`src/rtl/riscv_mc_pkg.sv`:
```
// Shared types and constants for the multi-cycle RISC-V control unit.
// States, opcode values, ALUop encodings and fault codes.
package riscv_mc_pkg;

  typedef enum logic [2:0] {
    S_FETCH,
    S_DECODE,
    S_EXEC,
    S_MEM,
    S_WB,
    S_HALT,
    S_FAULT
  } state_e;

  localparam logic [6:0] OP_R    = 7'b0110011;
  localparam logic [6:0] OP_I    = 7'b0010011;
  localparam logic [6:0] OP_LD   = 7'b0000011;
  localparam logic [6:0] OP_ST   = 7'b0100011;
  localparam logic [6:0] OP_BR   = 7'b1100011;
  localparam logic [6:0] OP_JAL  = 7'b1101111;
  localparam logic [6:0] OP_JALR = 7'b1100111;
  localparam logic [6:0] OP_HALT = 7'b1111111;

  localparam logic [1:0] ALUOP_LSJ = 2'b00;
  localparam logic [1:0] ALUOP_BR  = 2'b01;
  localparam logic [1:0] ALUOP_R   = 2'b10;
  localparam logic [1:0] ALUOP_I   = 2'b11;

  localparam logic [1:0] FC_NONE  = 2'b00;
  localparam logic [1:0] FC_ILL   = 2'b01;
  localparam logic [1:0] FC_FETCH = 2'b10;
  localparam logic [1:0] FC_DATA  = 2'b11;

endpackage

```
`src/rtl/riscv_mc_decode.sv`:
```
// Combinational opcode decoder for the multi-cycle controller.
// Produces datapath selects and class flags; the FSM gates strobes.
module riscv_mc_decode
  import riscv_mc_pkg::*;
(
  input  logic [6:0] opcode_i,
  output logic       alusrc_o,
  output logic       memtoreg_o,
  output logic [1:0] aluop_o,
  output logic       jal_o,
  output logic       jalr_o,
  output logic       is_load_o,
  output logic       is_store_o,
  output logic       is_branch_o,
  output logic       illegal_o
);

  always_comb begin
    alusrc_o    = 1'b0;
    memtoreg_o  = 1'b0;
    aluop_o     = ALUOP_LSJ;
    jal_o       = 1'b0;
    jalr_o      = 1'b0;
    is_load_o   = 1'b0;
    is_store_o  = 1'b0;
    is_branch_o = 1'b0;
    illegal_o   = 1'b0;
    unique case (opcode_i)
      OP_R:    aluop_o = ALUOP_R;
      OP_I: begin
        aluop_o  = ALUOP_I;
        alusrc_o = 1'b1;
      end
      OP_LD: begin
        alusrc_o   = 1'b1;
        memtoreg_o = 1'b1;
        is_load_o  = 1'b1;
      end
      OP_ST: begin
        alusrc_o   = 1'b1;
        is_store_o = 1'b1;
      end
      OP_BR: begin
        aluop_o     = ALUOP_BR;
        is_branch_o = 1'b1;
      end
      OP_JAL:  jal_o = 1'b1;
      OP_JALR: begin
        jalr_o   = 1'b1;
        alusrc_o = 1'b1;
      end
      OP_HALT: ;
      default: illegal_o = 1'b1;
    endcase
  end

endmodule

```
`src/rtl/riscv_mc_controller.sv`:
```
// Multi-cycle control FSM with memory wait-state timeout and sticky halt/fault.
// Define RISCV_MC_PERF_EN to build the cycle / retired-instruction counters.
module riscv_mc_controller
  import riscv_mc_pkg::*;
#(
  parameter int DATA_W       = 32,
  parameter int MEM_WAIT_MAX = 15,
  parameter int PERF_W       = 32
) (
  input  logic              clk,
  input  logic              reset,
  input  logic [6:0]        opcode,
  input  logic              mem_ack,
  output logic              mem_req,
  output logic              mem_we,
  output logic              pc_we,
  output logic              ir_we,
  output logic              ALUSrc,
  output logic              MemtoReg,
  output logic              RegWrite,
  output logic              MemRead,
  output logic              MemWrite,
  output logic              Branch,
  output logic              Jal,
  output logic              Jalr,
  output logic [1:0]        ALUop,
  output logic              Halt,
  output logic              fault,
  output logic [1:0]        fault_code,
  output logic              busy,
  output logic [PERF_W-1:0] perf_cycles,
  output logic [PERF_W-1:0] perf_instret
);

  localparam int WCW = $clog2(MEM_WAIT_MAX + 1);

  if (DATA_W < 1 || MEM_WAIT_MAX < 1) begin : g_bad_param
    $error("riscv_mc_controller: illegal parameter value");
  end

  state_e           state_q;
  logic [6:0]       opcode_q;
  logic [WCW-1:0]   wait_q;
  logic [1:0]       fault_code_q;

  logic [6:0] dec_op;
  logic       d_alusrc, d_memtoreg, d_jal, d_jalr;
  logic       d_load, d_store, d_branch, d_illegal;
  logic [1:0] d_aluop;
  logic       tmo, dec_en;

  // In DECODE the live opcode is classified; afterwards the latched copy.
  assign dec_op = (state_q == S_DECODE) ? opcode : opcode_q;
  assign tmo    = (wait_q == WCW'(MEM_WAIT_MAX));

  riscv_mc_decode u_dec (
    .opcode_i    (dec_op),
    .alusrc_o    (d_alusrc),
    .memtoreg_o  (d_memtoreg),
    .aluop_o     (d_aluop),
    .jal_o       (d_jal),
    .jalr_o      (d_jalr),
    .is_load_o   (d_load),
    .is_store_o  (d_store),
    .is_branch_o (d_branch),
    .illegal_o   (d_illegal)
  );

  always_ff @(posedge clk) begin
    if (reset) begin
      state_q      <= S_FETCH;
      opcode_q     <= '0;
      wait_q       <= '0;
      fault_code_q <= FC_NONE;
    end else begin
      wait_q <= '0;
      unique case (state_q)
        S_FETCH: begin
          if (mem_ack) begin
            state_q <= S_DECODE;
          end else if (tmo) begin
            state_q      <= S_FAULT;
            fault_code_q <= FC_FETCH;
          end else begin
            wait_q <= wait_q + WCW'(1);
          end
        end
        S_DECODE: begin
          opcode_q <= opcode;
          if (d_illegal) begin
            state_q      <= S_FAULT;
            fault_code_q <= FC_ILL;
          end else if (opcode == OP_HALT) begin
            state_q <= S_HALT;
          end else begin
            state_q <= S_EXEC;
          end
        end
        S_EXEC: begin
          if (d_load || d_store)
            state_q <= S_MEM;
          else if (d_branch || d_jal || d_jalr)
            state_q <= S_FETCH;
          else
            state_q <= S_WB;
        end
        S_MEM: begin
          if (mem_ack) begin
            state_q <= d_load ? S_WB : S_FETCH;
          end else if (tmo) begin
            state_q      <= S_FAULT;
            fault_code_q <= FC_DATA;
          end else begin
            wait_q <= wait_q + WCW'(1);
          end
        end
        S_WB:    state_q <= S_FETCH;
        default: state_q <= state_q;
      endcase
    end
  end

  always_comb begin
    mem_req    = 1'b0;
    mem_we     = 1'b0;
    pc_we      = 1'b0;
    ir_we      = 1'b0;
    RegWrite   = 1'b0;
    MemRead    = 1'b0;
    MemWrite   = 1'b0;
    Branch     = 1'b0;
    Halt       = 1'b0;
    fault      = 1'b0;
    busy       = 1'b0;
    dec_en     = 1'b0;
    fault_code = FC_NONE;
    if (!reset) begin
      fault_code = fault_code_q;
      unique case (state_q)
        S_FETCH: begin
          busy    = 1'b1;
          mem_req = 1'b1;
          ir_we   = mem_ack;
        end
        S_DECODE: busy = 1'b1;
        S_EXEC: begin
          busy     = 1'b1;
          dec_en   = 1'b1;
          Branch   = d_branch;
          RegWrite = d_jal | d_jalr;
          pc_we    = d_branch | d_jal | d_jalr;
        end
        S_MEM: begin
          busy     = 1'b1;
          dec_en   = 1'b1;
          mem_req  = 1'b1;
          MemRead  = d_load;
          MemWrite = d_store;
          mem_we   = d_store;
          pc_we    = d_store & mem_ack;
        end
        S_WB: begin
          busy     = 1'b1;
          dec_en   = 1'b1;
          RegWrite = 1'b1;
          pc_we    = 1'b1;
        end
        S_HALT:  Halt  = 1'b1;
        S_FAULT: fault = 1'b1;
        default: ;
      endcase
    end
    ALUSrc   = dec_en & d_alusrc;
    MemtoReg = dec_en & d_memtoreg;
    Jal      = dec_en & d_jal;
    Jalr     = dec_en & d_jalr;
    ALUop    = dec_en ? d_aluop : ALUOP_LSJ;
  end

`ifdef RISCV_MC_PERF_EN
  logic [PERF_W-1:0] cyc_q, ret_q;

  always_ff @(posedge clk) begin
    if (reset) begin
      cyc_q <= '0;
      ret_q <= '0;
    end else begin
      if (busy)  cyc_q <= cyc_q + PERF_W'(1);
      if (pc_we) ret_q <= ret_q + PERF_W'(1);
    end
  end

  assign perf_cycles  = reset ? '0 : cyc_q;
  assign perf_instret = reset ? '0 : ret_q;
`else
  assign perf_cycles  = '0;
  assign perf_instret = '0;
`endif

endmodule

```
`config.mk`:
```
export PLATFORM = sky130hd
export DESIGN_NAME = riscv_mc_controller
export DESIGN_NICKNAME = d
export VERILOG_FILES = /design/src/rtl/riscv_mc_pkg.sv /design/src/rtl/riscv_mc_decode.sv /design/src/rtl/riscv_mc_controller.sv
export SDC_FILE = /design/constraint.sdc
export NUM_CORES = 1
export LEC_CHECK = 0
export ABC_AREA = 1
export ABC_CLOCK_PERIOD_IN_PS = 3400
export CAP_MARGIN = 10
export CORE_MARGIN = 5
export CORE_UTILIZATION = 43
export DETAILED_ROUTE_END_ITERATION = 10
export GPL_ROUTABILITY_DRIVEN = 0
export HOLD_SLACK_MARGIN = 0.12
export PLACE_DENSITY = 0.9
export SLEW_MARGIN = 10
export SYNTH_ARGS = -nofsm -noshare
export SYNTH_HDL_FRONTEND = slang
export SYNTH_SLANG_ARGS = --single-unit
```
`constraint.sdc`:
```
create_clock -name clk -period 3.4 [get_ports clk]
set_input_delay 1.02 -clock clk [delete_from_list [all_inputs] [get_ports clk]]
set_output_delay 1.02 -clock clk [all_outputs]
set_load 0.02 [all_outputs]
```
==> impl_metrics.env <==
export IMPL_ys_top_cells_by_area="buf_4 28%, dfxtp_1 18%, nand2_1 14%, nor2_1 8.8%, inv_1 6.0%"
export IMPL_wl_per_cell_um=13.4
export IMPL_synth_edf_count=0
export IMPL_cts_root_buffer_cell="clkbuf_8"
export IMPL_wire_length_of_the_first_global_routing_pass_um=7720
export IMPL_finalHoldViolations=0
export IMPL_gr_util_all_layers=0.184
export IMPL_grt_start_max_net_pins=20
export IMPL_design_core_area_um2=3970
export IMPL_antenna_found_initial=0
export IMPL_clock_sinks=16
export IMPL_gr_total_overflow=0
export IMPL_dp_hpwl_um=3500
export IMPL_layout_nets=368
export IMPL_detail_route_wirelength_um=5460
export IMPL_synthDistinctLibCells=30
export IMPL_post_dp_cell_area_um2=2060
export IMPL_antennaDiodeCount=0
export IMPL_syn_inst=284
export IMPL_startpoint_class="input port"
export IMPL_timing_fmax_mhz=297
export IMPL_crit_type="input port to output pin"
export IMPL_power_static_leakage_nw=1.21
export IMPL_synthesis_yosys_warnings=0
export IMPL_floorplan_initialDensity=0.439
export IMPL_finalCoreUtilization=0.564
export IMPL_worst_skew_pair_late_latency_ns=0.26
export IMPL_finish_instance_area_um2=2240
export IMPL_power_density_nw_per_um2=692
export IMPL_area_delta_synth_final_pct=28.6
export IMPL_num_fill_cells=357
export IMPL_cts_hold_buf=0
export IMPL_first_global_vias=1767
export IMPL_drive_gt1_frac=0.303
export IMPL_number_of_routed_nets_with_antenna_violations=0
export IMPL_fp_dieArea_um2=5430
export IMPL_max_vdd_ir_drop_mv=0.323
export IMPL_slew_violations=0
export IMPL_sequential_cell_area_um2=320
export IMPL_max_cap_viol_count=0
export IMPL_drc_errors=0
export IMPL_synth_largest_area_cell="buf_4"
export IMPL_multi_input_comb_area_um2=1130
export IMPL_fp_dieH_um=73.7
export IMPL_placementRows=23
export IMPL_holdCritPathClass="register to register"
export IMPL_yosys_cell_count_top_type="buf_4"
export IMPL_synthesis_area_per_instance_um2=6.14
export IMPL_finalWorstPathRequiredPeriod_ns=3.37
export IMPL_postSynth_topFlopCell="dfxtp_1"
export IMPL_cp_required_ns=2.38
export IMPL_final_setup_viol_count=0
export IMPL_seq_area_frac_synth=0.184
export IMPL_path_max_fanout=5
export IMPL_tritoncts_clock_tree="yes"
export IMPL_worst_endpoint_arrival_ns=2.35
export IMPL_ys_top_cells_by_count="66 x buf_4, 64 x nand2_1, 41 x nor2_1, 28 x inv_1, 16 x dfxtp_1"
export IMPL_drt_first_iter_violations=220
export IMPL_htreeDepth=1
export IMPL_overall_power_mw=1.55
export IMPL_ys_seq_elements=16
export IMPL_via_per_inst=4.90
export IMPL_status="finished clean"
export IMPL_firstDrtPassIters=6
export IMPL_final_setup_skew_ns=0.00414
export IMPL_synthesis_area_um2=1740
export IMPL_clk_pin_slew_worst_paths_ns=0.06
export IMPL_port_buffers=28
export IMPL_asyncSetResetFlopFracSynth=0
export IMPL_die_width_um=73.7
export IMPL_num_io_pins=93
export IMPL_clk_path_buf_depth=2
export IMPL_critical_path_end_type="output pin"
export IMPL_cts_buffers_inserted=3
export IMPL_num_vias=1988
export IMPL_area_fraction_of_the_dominant_cell_type_after_synthesis=0.284
export IMPL_final_min_period_over_clock_period=0.990
-- path summary, 6_finish.rpt --
| kind | depth (start not counted) | start | end | slack [ns] |
|---|---|---|---|---|
| setup / recovery | 13 | opcode[1] | ALUSrc | 0.03 |
| hold / removal | 1 | wait_q[0] | wait_q[0] | 0.45 |
| setup reg to reg | 15 | state_q[0] | state_q[1] | 1.07 |
| hold reg to reg | 1 | wait_q[0] | wait_q[0] | 0.45 |
-- flip-flops by register name (all words and copies together), names as in the netlist --
name and flops:
fault_code_q 2, opcode_q 7, state_q 3, wait_q 4
-- kinds of logic (layout without fill, tap and decap cells) --
logic type,count (synthesis),in the layout,synth area share
flops,16,16,0.184
fa+ha+maj,1,1,0.00718
other cells,1,64,0.00215
compound gates,23,23,0.0833
simple gates,142,142,0.357
buf+inv,100,109,0.362
xor+xnor,1,1,0.00503
-- layout make-up --
type	instances	area share
Multi-Input combinational cell	231	0.505
Timing Repair Buffer	74	0.247
Sequential cell	16	0.143
Inverter	31	0.0519
Tap cell	50	0.0279
Clock buffer	4	0.0246
-- critical path: stages --
cell	delay, ns
dlygate4sd2_1	0.25
inv_1	0.11
nand2_1	0.09
nand2_2	0.12
nor2_4	0.05
nand2_4	0.09
nor2_4	0.04
buf_4	0.15
nor2_1	0.11
nand2_1	0.06
nand3_1	0.08
inv_1	0.04
buf_2	0.15
-- metal layers --
metal / wire, um / up-vias / GRT usage
met5: 0 / - / 0
met4: 362 / 0 / 0.149
met3: 651 / 47 / 0.0424
met2: 2630 / 169 / 0.316
met1: 1820 / 876 / 0.188
li1: - / 896 / -
-- metrics by stage --
stage | std cells | setup TNS (ns) | hold slack, ns | worst slack (ns)
after CTS | 405 | -0.00726 | 0.454 | -0.00726
final | 406 | 0 | 0.449 | 0.0337
after floorplan | 347 | 0 | 0.418 | 0.220
after detailed placement | 389 | -7.75 | 0.441 | -0.756
after global placement | 389 | -7.27 | 0.430 | -0.672
after global routing | 406 | -0.0514 | 0.479 | -0.0247
-- cell usage in the layout, fill, tap and decap left out, drive strengths merged --
cell type and n:
a211oi 1, a21oi 7, a22oi 1, a31oi 1
buf 55, clkbuf 9, clkdlybuf4s15 2, clkdlybuf4s50 2
conb 64, dfxtp 16, dlygate4sd2 9, dlymetal6s2s 1
ha 1, inv 31, nand2 71, nand3 13
nand4 4, nor2 47, nor3 4, nor4 3
o21ai 11, o221a 1, o31ai 1, xor2 1
-- timing repair --
action,4_1_cts,5_1_grt
endpoints found under the setup margin,18,16
pin swaps,18,15
gates resized for setup,71,28
setup buffers,12,1
-- power breakdown --
part	internal (mW)	total (mW)	switching [mW]
Sequential	0.246	0.298	0.0520
Clock	0.103	0.175	0.0716
Combinational	0.393	1.08	0.685
No activity file was read; power rests on OpenSTA's default activity.
==> RTL edit, RTL diff (config.mk and constraints unchanged) <==
Re-encode `state_e` (7 states) as one-hot, 7 bits wide.
--- a/src/rtl/riscv_mc_pkg.sv
+++ b/src/rtl/riscv_mc_pkg.sv
@@ -2,14 +2,14 @@
 // States, opcode values, ALUop encodings and fault codes.
 package riscv_mc_pkg;
 
-  typedef enum logic [2:0] {
-    S_FETCH,
-    S_DECODE,
-    S_EXEC,
-    S_MEM,
-    S_WB,
-    S_HALT,
-    S_FAULT
+  typedef enum logic [6:0] {
+    S_FETCH  = 7'b0000001,
+    S_DECODE = 7'b0000010,
+    S_EXEC   = 7'b0000100,
+    S_MEM    = 7'b0001000,
+    S_WB     = 7'b0010000,
+    S_HALT   = 7'b0100000,
+    S_FAULT  = 7'b1000000
   } state_e;
 
   localparam logic [6:0] OP_R    = 7'b0110011;
Behaviour: no difference found for any inputs over 10 cycles, from zero or initial values and one cycle with reset high; not proved beyond that.
==> RTL edit against the original RTL <==
The run now ends with setup timing left. Wire length rose by 6.2%. Largest cell class unchanged. Sequential cell count rose by 4. Setup slack got worse by 0.035 ns. Sequential share of layout area increased by 1.3 points. Design area grew 15%. Combinational power decreased by 41%. Count of clock-buffer cells in the layout fell by 1. Power fell by 24%. Synthesized area is 11% higher.
==> RTL edit: results (changes against the original RTL) <==
| Metric | Value |
|---|---|
| Outcome | `finished, violations left` |
| Failing checks | `setup timing` |
| CTS Sinks | `20 (+4)` |
| Number of global-route vias before repair | `1899 (+7.5%)` |
| Cell family with most CP delay | `simple AND/OR/NAND/NOR gates` |
| Clk slew on worst S/H paths | `0.08 ns (+0.02 ns)` |
| 1st-pass router iterations | `5 (-1)` |
| Post-synth top cells | `buf_4, nand2_1, nor2_1, inv_1, dfxtp_1` |
| Signal buffers | `93 (+26%)` |
| Clock skew | `0.00342 ns (-0.000721 ns)` |
| Hold Slack | `0.456 ns (+0.00657 ns)` |
| Clk tree area frac | `2.76% (+0.30 points)` |
| Leading cell types by total area after synthesis | `buf_4, dfxtp_1, nand2_1, nor2_1, inv_1` |
| CP Launch Point | `state_q[5]` |
| Cells after Synth | `300 (+5.6%)` |
| Final Setup Violations | `1 (+1)` |
| Reg2reg start | `state_q[4]` |
| Final setup TNS | `-0.00163 ns (-0.00163 ns)` |
| Multi-input gates | `235 (+1.7%)` |
| DP HPWL | `3860 um (+10%)` |
| Largest net degree at the start of global routing | `14 (-30%)` |
| Post-Layout Cell Count | `442 (+8.9%)` |
| Crit path largest cell delay | `0.38 ns (+0.13 ns)` |
| Seq/total area | `15.5% (+1.3 points)` |
| Vias | `2099 (+5.6%)` |
| Sequential Power | `0.292 mW (-2%)` |
| Biggest regs | `opcode_q (7), state_q (7), wait_q (4)` |
| Proportion of layout cells with a drive suffix above 1 | `36.2% (+5.8 points)` |
| Clock buffers | `3 (-1)` |
| Post-DP Area | `2360 um2 (+15%)` |
| 1st-iter DRT viols | `151 (-31%)` |
| Placed cell count | `420 (+8.0%)` |
| Sequential power share | `24.8% (+5.6 points)` |
| Inverters | `38 (+23%)` |
| Sequential share of the synthesized area | `20.8% (+2.4 points)` |
| VDD IR max | `0.278 mV (-14%)` |
| Slowest cell on the critical path | `dfxtp_1` |
| Worst reg-to-reg path cell count | `18 (+3)` |
| Netlist cell types | `33 (+10%)` |
| Post-route setup slack | `-0.00163 ns (-0.0353 ns)` |
| First-pass GRT wire length | `8650 um (+12%)` |
==> RTL edit: cell count changes after synthesis, sizes merged, moves of 2 or more <==
cell | unedited run | this run
nor2 | 47 | 42
a21oi | 7 | 11
nand3b | 0 | 4
nand3 | 13 | 20
nor3 | 4 | 6
o21ai | 11 | 4
inv | 31 | 38
dfxtp | 16 | 20
==> RTL edit: worst register-to-register path, cell delays in order, from the launching register on <==
cell and delay, ns:
dfxtp_2 0.34, inv_2 0.07, nand2_2 0.09, nor2_8 0.16, buf_4 0.15, buf_4 0.13
nand3_2 0.08, nand2_2 0.12, buf_4 0.12, buf_4 0.09, nand2_2 0.06, nor2_4 0.12
buf_4 0.13, nand2_2 0.05, buf_4 0.12, nand2_1 0.08, a21oi_1 0.07, o21ai_1 0.14
nand2_1 0.07
==> RTL edit: worst min path at each step <==
stage	to	depth (start not counted)
after global routing	wait_q[0]	1
final	wait_q[0]	1
after CTS	wait_q[0]	1
after global placement	wait_q[0]	1
after detailed placement	wait_q[0]	1
after floorplan	wait_q[0]	1
==> RTL edit: repair_timing <==
| item | CTS | global route |
|---|---|---|
| pin swaps | 13 | 14 |
| buffers inserted | 7 | 11 |
| setup endpoints to repair | 19 | 9 |
| resized for setup | 88 | 22 |
==> RTL edit: cell families after synthesis <==
kind of cell | after synthesis | synth area share, %
and+or+nand+nor | 150 | 37.9
DFF | 20 | 20.8
buffers and inverters | 108 | 34.4
AOI/OAI and AO/OA | 19 | 5.58
other | 1 | 0.194
xor gates and xnor gates | 1 | 0.454
adders and majority gates | 1 | 0.648
==> RTL edit: routing by layer <==
metal,global-route usage [%],wire length [um]
met1,18.5,2050
met5,0,0
met3,2.46,632
met4,9.45,284
met2,32.9,2830
